**src/rtl/inst_fetch_queue.sv**
```systemverilog
// Instruction fetch front end: owns the PC, issues word fetches and queues returned words in order.
// Define IFQ_BYPASS_EN to forward a response straight to decode when the queue is empty.
module inst_fetch_queue #(
    parameter int unsigned DEPTH    = 4,
    parameter logic [31:0] RESET_PC = 32'h0000_0000
) (
    input  logic        clk,
    input  logic        rst,
    output logic        imem_req,
    output logic [31:0] imem_addr,
    input  logic        imem_gnt,
    input  logic        imem_rvalid,
    input  logic [31:0] imem_rdata,
    output logic        inst_valid,
    input  logic        inst_ready,
    output logic [31:0] inst,
    output logic [31:0] inst_pc,
    input  logic        redirect,
    input  logic [31:0] redirect_pc,
    input  logic        halt
);
    localparam int unsigned PW = $clog2(DEPTH);
    localparam int unsigned CW = $clog2(DEPTH) + 1;

    logic [31:0]   r_pc;
    logic [31:0]   r_q_word [DEPTH];
    logic [31:0]   r_q_pc   [DEPTH];
    logic [PW-1:0] r_rd_ptr;
    logic [PW-1:0] r_wr_ptr;
    logic [CW-1:0] r_count;
    logic [CW-1:0] r_outstanding;
    logic [CW-1:0] r_discard;

    logic [CW-1:0] w_live;
    logic [CW:0]   w_used;
    logic          w_credit;
    logic          w_grant;
    logic          w_drop;
    logic          w_bypass;
    logic          w_push;
    logic          w_pop_q;
    logic [31:0]   w_rsp_pc;
    logic [31:0]   w_head_word;
    logic [31:0]   w_head_pc;

    // Live (non-discarded) fetches are the most recent grants, so the oldest one sits w_live words behind r_pc.
    assign w_live   = r_outstanding - r_discard;
    assign w_used   = {1'b0, r_count} + {1'b0, w_live};
    assign w_credit = w_used < (CW+1)'(DEPTH);
    assign w_rsp_pc = r_pc - (32'(w_live) << 2);

    assign imem_req  = !rst && !halt && !redirect && w_credit;
    assign imem_addr = r_pc;
    assign w_grant   = imem_req && imem_gnt;
    assign w_drop    = redirect || (r_discard != '0);

    assign w_head_word = r_q_word[r_rd_ptr];
    assign w_head_pc   = r_q_pc[r_rd_ptr];
    assign w_pop_q     = (r_count != '0) && inst_ready;

`ifdef IFQ_BYPASS_EN
    assign w_bypass   = (r_count == '0) && (r_discard == '0) && imem_rvalid && !redirect;
    assign inst_valid = (r_count != '0) || w_bypass;
    assign inst       = w_bypass ? imem_rdata : w_head_word;
    assign inst_pc    = w_bypass ? w_rsp_pc   : w_head_pc;
`else
    assign w_bypass   = 1'b0;
    assign inst_valid = (r_count != '0);
    assign inst       = w_head_word;
    assign inst_pc    = w_head_pc;
`endif

    assign w_push = imem_rvalid && !w_drop && !(w_bypass && inst_ready);

    always_ff @(posedge clk) begin
        if (rst) begin
            r_pc          <= RESET_PC;
            r_rd_ptr      <= '0;
            r_wr_ptr      <= '0;
            r_count       <= '0;
            r_outstanding <= '0;
            r_discard     <= '0;
            for (int unsigned i = 0; i < DEPTH; i++) begin
                r_q_word[i] <= '0;
                r_q_pc[i]   <= '0;
            end
        end else begin
            if (redirect) begin
                // Everything still in flight after this cycle's response becomes garbage.
                r_pc      <= {redirect_pc[31:2], 2'b00};
                r_rd_ptr  <= '0;
                r_wr_ptr  <= '0;
                r_count   <= '0;
                r_discard <= r_outstanding - CW'(imem_rvalid);
            end else begin
                if (w_grant)
                    r_pc <= r_pc + 32'd4;
                if (w_push) begin
                    r_q_word[r_wr_ptr] <= imem_rdata;
                    r_q_pc[r_wr_ptr]   <= w_rsp_pc;
                    r_wr_ptr           <= r_wr_ptr + 1'b1;
                end
                if (w_pop_q)
                    r_rd_ptr <= r_rd_ptr + 1'b1;
                r_count <= r_count + CW'(w_push) - CW'(w_pop_q);
                if (imem_rvalid && (r_discard != '0))
                    r_discard <= r_discard - 1'b1;
            end
            r_outstanding <= r_outstanding + CW'(w_grant) - CW'(imem_rvalid);
        end
    end
endmodule
```
**config.mk**
```make
export PLATFORM = sky130hd
export DESIGN_NAME = inst_fetch_queue
export DESIGN_NICKNAME = d
export VERILOG_FILES = /design/src/rtl/inst_fetch_queue.sv
export SDC_FILE = /design/constraint.sdc
export NUM_CORES = 1
export LEC_CHECK = 0
export ABC_CLOCK_PERIOD_IN_PS = 4900
export CAP_MARGIN = 20
export CORE_MARGIN = 3
export CORE_UTILIZATION = 41
export DETAILED_ROUTE_END_ITERATION = 6
export HOLD_SLACK_MARGIN = 0.03
export PLACE_DENSITY_LB_ADDON = 0.15
export SYNTH_ARGS = -nofsm -noshare
export SYNTH_HDL_FRONTEND = slang
export SYNTH_SLANG_ARGS = --single-unit
```
**constraint.sdc**
```tcl
create_clock -name clk -period 4.9 [get_ports clk]
set_clock_uncertainty 0.1 [all_clocks]
set_input_delay 0.49 -clock clk [delete_from_list [all_inputs] [get_ports clk]]
set_output_delay 0.49 -clock clk [all_outputs]
set_load 0.05 [all_outputs]
```
## Yosys cells after proc, flatten, opt, wreduce, memory -nomap -nowiden

Memory sizes are Yosys's and may differ from the RTL's. A register that Yosys moved wholly into a read port is not among the register bits.
Cells that the tools add are included.

| word-level totals | value |
|---|---|
| memories | 2 |
| output and inout port bits | 98 |
| input bits | 71 |
| RAM bits | 256 |
| flip-flop bits (word level) | 45 |
| logic and storage cells | 61 |

Memory list:

| name | words | width | rd ports | clocked after memory_dff | write ports | RTL line | source |
|---|---|---|---|---|---|---|---|
| r_q_pc | 4 | 32 | 1 | 1 | 4 | 27 | `logic [31:0] r_q_pc [DEPTH];` |
| r_q_word | 4 | 32 | 1 | 1 | 4 | 26 | `logic [31:0] r_q_word [DEPTH];` |

| cells by class | value |
|---|---|
| multiplexer cells | 20 |
| $add $sub $neg | 12 |
| reductions and logical operators | 19 |
| order comparisons | 1 |

Operators by type and width:

| kind | count |
|---|---|
| two-way mux 32 bit | 4 |
| OR reduction 32 bit | 2 |
| adder 32 x 3 -> 32 bit, second input constant | 1 |
| subtractor 32 x 5 -> 32 bit | 1 |
| two-way mux 2 bit | 6 |
| subtractor 3 x 1 -> 3 bit | 3 |
| two-way mux 1 bit | 8 |
| logical AND 1 bit | 7 |
| adder 3 x 1 -> 3 bit | 2 |
| two-way mux 3 bit | 2 |
| nonzero test 3 bit | 2 |
| adder 2 x 1 -> 2 bit, second input constant | 2 |
| adder 3 x 3 -> 4 bit | 1 |
| zero test 1 bit | 4 |
| less-than comparator 4 x 3 -> 1 bit, second input constant | 1 |
| nonzero test 2 bit | 2 |
| subtractor 3 x 1 -> 3 bit, second input constant | 1 |
| subtractor 3 bit | 1 |
| OR reduction 2 bit | 1 |
| logical OR 1 bit | 1 |

## Depth between registers and ports, before layout

Gate-level depths: netlist of run 1.

| depth | value |
|---|---|
| word-level depth | 10 |
| gate-level depth with buffers | 20 |
| mapped depth without buffers | 17 |

## Worst setup path before layout of run 1

No wires, ideal clock.

| path | value |
|---|---|
| path kind | register to register |
| start point | register r_outstanding[0] |
| end point | register r_outstanding[2] |
| setup slack | 717 ps |
| arrival time | 3956 ps |
| cell stages (with the launch flop) | 21 |
| required time | 4672 ps |
| library setup time | 128 ps |
| buffers on the path | 3 |
| cells stage by stage | dfxtp_1 > inv_1 > ha_1 > inv_1 > fa_1 > xnor2_1 > xnor2_1 > ha_1 > or4_4 > nor4bb_1 > buf_2 > inv_2 > clkbuf_1 > buf_1 > ha_1 > inv_1 > ha_1 > fa_1 > xnor2_1 > xnor2_1 > nor2_1 |

| between the ends | value |
|---|---|
| longest elaborated chain between the ends | 7 |

RTL lines:

| element | RTL line | source |
|---|---|---|
| start, declared | 31 | `logic [CW-1:0] r_outstanding;` |
| start signal, assigned | 109 | `r_outstanding <= r_outstanding + CW'(w_grant) - CW'(imem_rvalid);` |
| subtractor 3 bit | 47 | `assign w_live = r_outstanding - r_discard;` |
| adder 3 x 3 -> 4 bit | 48 | `assign w_used = {1'b0, r_count} + {1'b0, w_live};` |
| less-than comparator 4 x 3 -> 1 bit | 49 | `assign w_credit = w_used < (CW+1)'(DEPTH);` |
| logical AND 1 bit | 52 | `assign imem_req = !rst && !halt && !redirect && w_credit;` |
| logical AND 1 bit | 54 | `assign w_grant = imem_req && imem_gnt;` |
| adder 3 x 1 -> 3 bit (*) | 109 |  |
| subtractor 3 x 1 -> 3 bit (*) | 109 |  |

Mark *: on every way between the ends. The rest lies on a longest branch, timed or not.
A chain may end at the register's enable or synchronous reset.

## Final worst setup path of run 1

| path | value |
|---|---|
| start point | register r_outstanding[0] |
| end point | output imem_req |

| between the ends | value |
|---|---|
| longest elaborated chain between the ends | 4 |

RTL lines:

| element | RTL line | source |
|---|---|---|
| subtractor 3 bit | 47 |  |
| adder 3 x 3 -> 4 bit | 48 |  |
| less-than comparator 4 x 3 -> 1 bit | 49 |  |
| logical AND 1 bit | 52 |  |
| end, declared | 9 | `output logic imem_req,` |

No other way between the ends.

==> results of run 1 <==
==> Yosys cell counts (2+ instances only) <==
cell	number
a211oi_1	11
a21boi_0	3
a21oi_1	18
a22oi_1	3
a31oi_1	13
a41oi_1	3
and2_1	7
and3_1	6
and4_1	5
buf_1	13
buf_2	5
buf_4	4
clkbuf_1	60
dfxtp_1	45
edfxtp_1	248
fa_1	4
ha_1	15
inv_1	58
mux4_2	62
nand2_1	66
nand2b_1	7
nand3_1	16
nand3b_1	2
nand4_1	21
nand4b_1	6
nor2_1	237
nor2b_1	5
nor3_1	16
nor4_1	5
o211ai_1	5
o21a_1	2
o21ai_0	14
o311ai_0	3
o31a_1	3
or2_2	3
or3_1	10
or4_1	9
or4_4	2
xnor2_1	14
xor2_1	30
==> routing by layer <==
layer	global-route usage	part of all wire	wire, um
met5	0	0	0
met2	0.301	0.47	15400
met3	0.0343	0.068	2230
met1	0.257	0.44	14400
met4	0.0485	0.020	654
==> critical path: stages, from the launching register on <==
cell and delay, ps:
dfxtp_1 310, inv_1 80, ha_1 140, inv_1 50, fa_1 370, xnor2_1 150, xnor2_1 210, ha_1 270
or4_4 450, nor4_1 200, clkdlybuf4s50_1 850
==> per-stage QoR <==
stage                     instance area, um2  setup WS [ps]
final                                  16600            670
after CTS                              16600            600
after global routing                   16600            453
after floorplan                        13500            717
after global placement                 15600            989
after detailed placement               15600            971
==> worst paths after layout <==
| path | depth (start not counted) | slack [ps] | from | end |
|---|---|---|---|---|
| setup / recovery | 10 | 670 | r_outstanding[0] | imem_req |
| hold / removal | 3 | 390 | redirect_pc[5] | imem_addr[5] |
| setup reg to reg | 17 | 990 | r_outstanding[0] | r_outstanding[2] |
| hold reg to reg | 2 | 420 | r_rd_ptr[1] | flip-flop |
==> power by group <==
group | switching (W) | internal, W
Clock | 0.000939 | 0.00138
Combinational | 0.000700 | 0.000398
Sequential | 0.0000843 | 0.00284
==> area by class of cell <==
type	instances	area (um2)
multi-input cells	645	4620
clock inverters	10	136
well taps	435	544
fillers	2718	15400
repair buffers	183	1850
clock buffers	48	870
inverters	59	221
flip-flops and latches	293	8350
==> state kept, by name (all words and copies together) (netlist names), named ones only <==
name and flops:
imem_addr 30, r_count 3, r_discard 3, r_q_pc 120, r_rd_ptr 2, r_wr_ptr 2, r_outstanding 3, r_q_word 128
==> cells in the final DEF (no fill, tap or decap), drive strengths merged, types with 7 or more instances in the layout <==
master | Yosys | final
edfxtp | 248 | 248
nor2 | 237 | 237
clkdlybuf4s50 | 0 | 162
nand2 | 66 | 66
mux4 | 62 | 62
inv | 59 | 60
clkbuf | 60 | 48
dfxtp | 45 | 45
xor2 | 30 | 30
nand4 | 21 | 21
buf | 22 | 21
a21oi | 18 | 18
nor3 | 16 | 16
nand3 | 16 | 16
ha | 15 | 15
xnor2 | 14 | 14
o21ai | 14 | 14
a31oi | 13 | 13
a211oi | 11 | 11
or4 | 11 | 11
or3 | 10 | 10
and2 | 7 | 7
nand2b | 7 | 7
==> logic make-up after synthesis <==
| kind of cell | after synthesis | synth area share |
|---|---|---|
| and+or+nand+nor | 429 | 0.145 |
| DFF | 293 | 0.619 |
| buffers and inverters | 141 | 0.0408 |
| AOI/OAI and AO/OA | 86 | 0.0423 |
| muxes | 63 | 0.104 |
| xor gates and xnor gates | 44 | 0.0286 |
| adders and majority gates | 19 | 0.0198 |
| other | 1 | 0.000278 |
==> impl_metrics.toml, run 1 <==
[power_and_ir_drop]
p_leak_nw = 5.91
vdd_drop_max_mv = 0.276
p_per_area_nw_per_um2 = 382
total_power_w = 0.00634

[route]
via_per_inst = 5.30
wire_per_inst_um = 19.5
drt_first_iter_violations = 603
vias = 8861
drt.antenna.violating_nets = 0
drtPass1Iterations = 5
drcViolationCount = 0
routed_wl_mm = 32.7

[timing]
whs_ps = 390
finalSetupViolCount = 0
slew_violations = 0
rsz0062_at_grt = "no"
fin_crit_sh = 0.863
maxSlewHeadroom = 0.259
max_freq_mhz = 236
max_slew.worst_pin.slew_ps = 1100
min_period_ps = 4230
finalHoldViolCount = 0
finalSetupTns_ps = 0

[floorplan]
die_h_um = 187
die_area_um2 = 35100
initial_core_util = 0.422
die_x_um = 187
coreArea_um2 = 32000
ios = 169
rows = 65

[cells_and_area]
syn_to_final_growth_pct = 23.0
fin_nets = 1303
drive_above_1_share = 0.114
stdcell_count = 1673
postLayoutCoreUtil = 0.519
antenna_cells = 0

[logic_synthesis]
async_reset_ff_frac = 0
synth.distinct_cells = 57
synth-seq-area-share = 0.619
avgSynthCellArea_um2 = 12.5
synth_area_leaders = "edfxtp_1, mux4_2, dfxtp_1"
ys.warnings.count = 0
syn-cell-area_um2 = 13500
yosys.area.top_type_share = 0.552
synth_edf_count = 248
syn_inst = 1076
synth-seq-cells = 293
yosysTopAreaCell = "edfxtp_1"
ys.flop_type = "edfxtp_1"

[flow_run]
drv_cap = 0

[global_route]
grt_max_degree = 63
grt_overflow_total = 0
antenna_found_initial = 0
grt_util_all_layers = 0.184
grt_pass1_vias = 9189
grt_pass1_wl_mm = 51.5

[placement]
dp_cells = 1615
gp_congestion = 0.844
place_hpwl_mm = 20.3
port_buffers = 162

[clock_network]
clk_latency_ps = 560
cts_buffers = 31
max-clock-path-buffers = 3
cts.clk_slew.worst_paths_ps = 60
cts_resized = 0
cts_tree = "done"
htreeDepth = 1
clock-sinks = 293
cts_root_buf = "clkbuf_16"
ctsHoldBuffers = 0
postCtsSetupRepairBufs = 0

[worst_setup_path]
crit_arrival_ps = 3640
worstPathMaxFanout = 3
critPathKind = "reg -> out"
crit_path_start_kind = "flip-flop"
worstPathRequired_ps = 4310
crit_path_end_kind = "output port"

[run_status]
status = "finished, final reports clean"

[min_path]
hold_class = "in -> reg"
(Power assumes the default switching activity.)
==> inputs of run 2 (changes only) <==
--- a/config.mk
+++ b/config.mk
@@ -7,6 +7,8 @@
 export LEC_CHECK = 0
 export ABC_CLOCK_PERIOD_IN_PS = 4900
 export CAP_MARGIN = 20
+export CELL_PAD_IN_SITES_DETAIL_PLACEMENT = 1
+export CELL_PAD_IN_SITES_GLOBAL_PLACEMENT = 1
 export CORE_MARGIN = 3
 export CORE_UTILIZATION = 41
 export DETAILED_ROUTE_END_ITERATION = 6
==> run 2 against run 1 <==
  * Sequential share of layout area rose by 0.16 points
  * Register-to-register slack got worse by 30 ps
  * Global-route usage rose by 2.0 points
  * Critical endpoint unchanged
  * Die area did not move
  * Clock power fell by 3%
  * Hold slack improved by 23 ps
  * Critical path depth did not move
  * Sequential power barely moved
  * Clock-buffer cell count fell by 7
==> impl_metrics.toml, run 2 (synthesis gave the netlist of run 1 again) <==
[clock_network]
cts_resized = 0
cts_root_buf = "clkbuf_16"
cts_tree = "done"
clock-sinks = 293
cts.clk_slew.worst_paths_ps = 60
ctsHoldBuffers = 0
cts_buffers = 31
postCtsSetupRepairBufs = 0
clk_latency_ps = 540
max-clock-path-buffers = 3
htreeDepth = 1

[global_route]
grt_pass1_vias = 9742
antenna_found_initial = 0
grt_overflow_total = 0
grt_util_all_layers = 0.205
grt_pass1_wl_mm = 57.0
grt_max_degree = 43

[cells_and_area]
largest_reg_flops = 128
fillers = 3259
antenna_cells = 0
largest_register = "r_q_word"
layout_commonest_cell = "edfxtp_1"
stdcell_count = 1673
design_area_um2 = 16500
drive_above_1_share = 0.120
syn_to_final_growth_pct = 22.6
ff_latch_area_um2 = 8350
multi_input_area_um2 = 4650
fin_nets = 1305
layout_common_cells = "edfxtp_1, nor2_1, clkdlybuf4s50_1"

[route]
drt_first_iter_violations = 627
via_per_inst = 5.39
routed_wl_mm = 36.0
drcViolationCount = 0
drtPass1Iterations = 5
drt.antenna.violating_nets = 0
wire_per_inst_um = 21.5
vias = 9015

[placement]
place_hpwl_mm = 23.0
dpl_cell_area_um2 = 15600
gp_congestion = 0.841
port_buffers = 162
dp_cells = 1617

[timing]
finalSetupTns_ps = 0
fin_crit_sh = 0.864
min_period_ps = 4230
slew_violations = 0
max_slew.worst_pin.slew_ps = 1110
finalSetupViolCount = 0
max_freq_mhz = 236
finalHoldViolCount = 0
rsz0062_at_grt = "no"
maxSlewHeadroom = 0.257

[floorplan]
ios = 169
die_x_um = 187
coreArea_um2 = 32000
initial_core_util = 0.422
die_area_um2 = 35100
rows = 65
die_h_um = 187

[flow_run]
drv_cap = 0

[worst_setup_path]
crit_path_start_kind = "flip-flop"
critPathKind = "reg -> out"
crit_path_end_kind = "output port"
worstPathMaxFanout = 3
worstPathRequired_ps = 4310
slowest_delay_ps = 860
crit_chain = "inv_1, ha_1, inv_1, fa_1, xnor2_1, xnor2_1, ha_1, or4_4, nor4_1, clkdlybuf4s50_1"
crit_arrival_ps = 3640
worst_path_max_delay_cell = "clkdlybuf4s50_1"

[power_and_ir_drop]
vdd_drop_max_mv = 0.227
p_per_area_nw_per_um2 = 381
p_leak_nw = 5.90
total_power_w = 0.00630

[run_status]
status = "finished, final reports clean"

[min_path]
hold_class = "in -> reg"
[run 2: worst paths after layout]
| check | slack, ps | endpoint | from | cells after the start |
|---|---|---|---|---|
| max | 670 | imem_req | r_outstanding[0] | 10 |
| min | 410 | imem_addr[5] | redirect_pc[5] | 3 |
| max reg2reg | 960 | r_outstanding[2] | r_outstanding[0] | 17 |
| min reg2reg | 440 | flip-flop | r_rd_ptr[1] | 2 |
[run 2: layout make-up]
class,instances,share of cell area
Clock buffer,41,0.0516
Clock inverter,15,0.00726
Inverter,59,0.0134
Multi-Input combinational cell,645,0.281
Sequential cell,293,0.505
Tap cell,435,0.0329
Timing Repair Buffer,185,0.109
[run 2: metrics by stage]
stage	util	hold WS, ps	setup slack [ps]
6_report	0.518	413	667
5_1_grt	0.518	401	383
4_1_cts	0.518	394	572
3_5_place_dp	0.487	420	921
3_3_place_gp	0.487	407	1000
2_1_floorplan	-	385	717
[run 2: worst max-delay path, delay by kind of cell, from the launching register on]
kind | cells | cell delay [ps]
buf+inv | 3 | 990
xor+xnor | 2 | 330
simple gates | 2 | 680
fa+ha+maj | 3 | 780
flops | 1 | 310
[run 2: routing by layer]
| layer | global-route usage | part of all wire | vias up |
|---|---|---|---|
| li1 | - | - | 4164 |
| met2 | 0.351 | 0.49 | 234 |
| met1 | 0.284 | 0.45 | 4590 |
| met5 | 0 | 0 | - |
| met3 | 0.0307 | 0.047 | 27 |
| met4 | 0.0294 | 0.010 | 0 |
[run 2: report_power, final]
part / internal, W / leakage (nW) / switching [W]
Sequential: 0.00284 / 2.94 / 0.0000895
Combinational: 0.000396 / 2.49 / 0.000716
Clock: 0.00132 / 0.479 / 0.000946
Total: 0.00455 / 5.90 / 0.00175
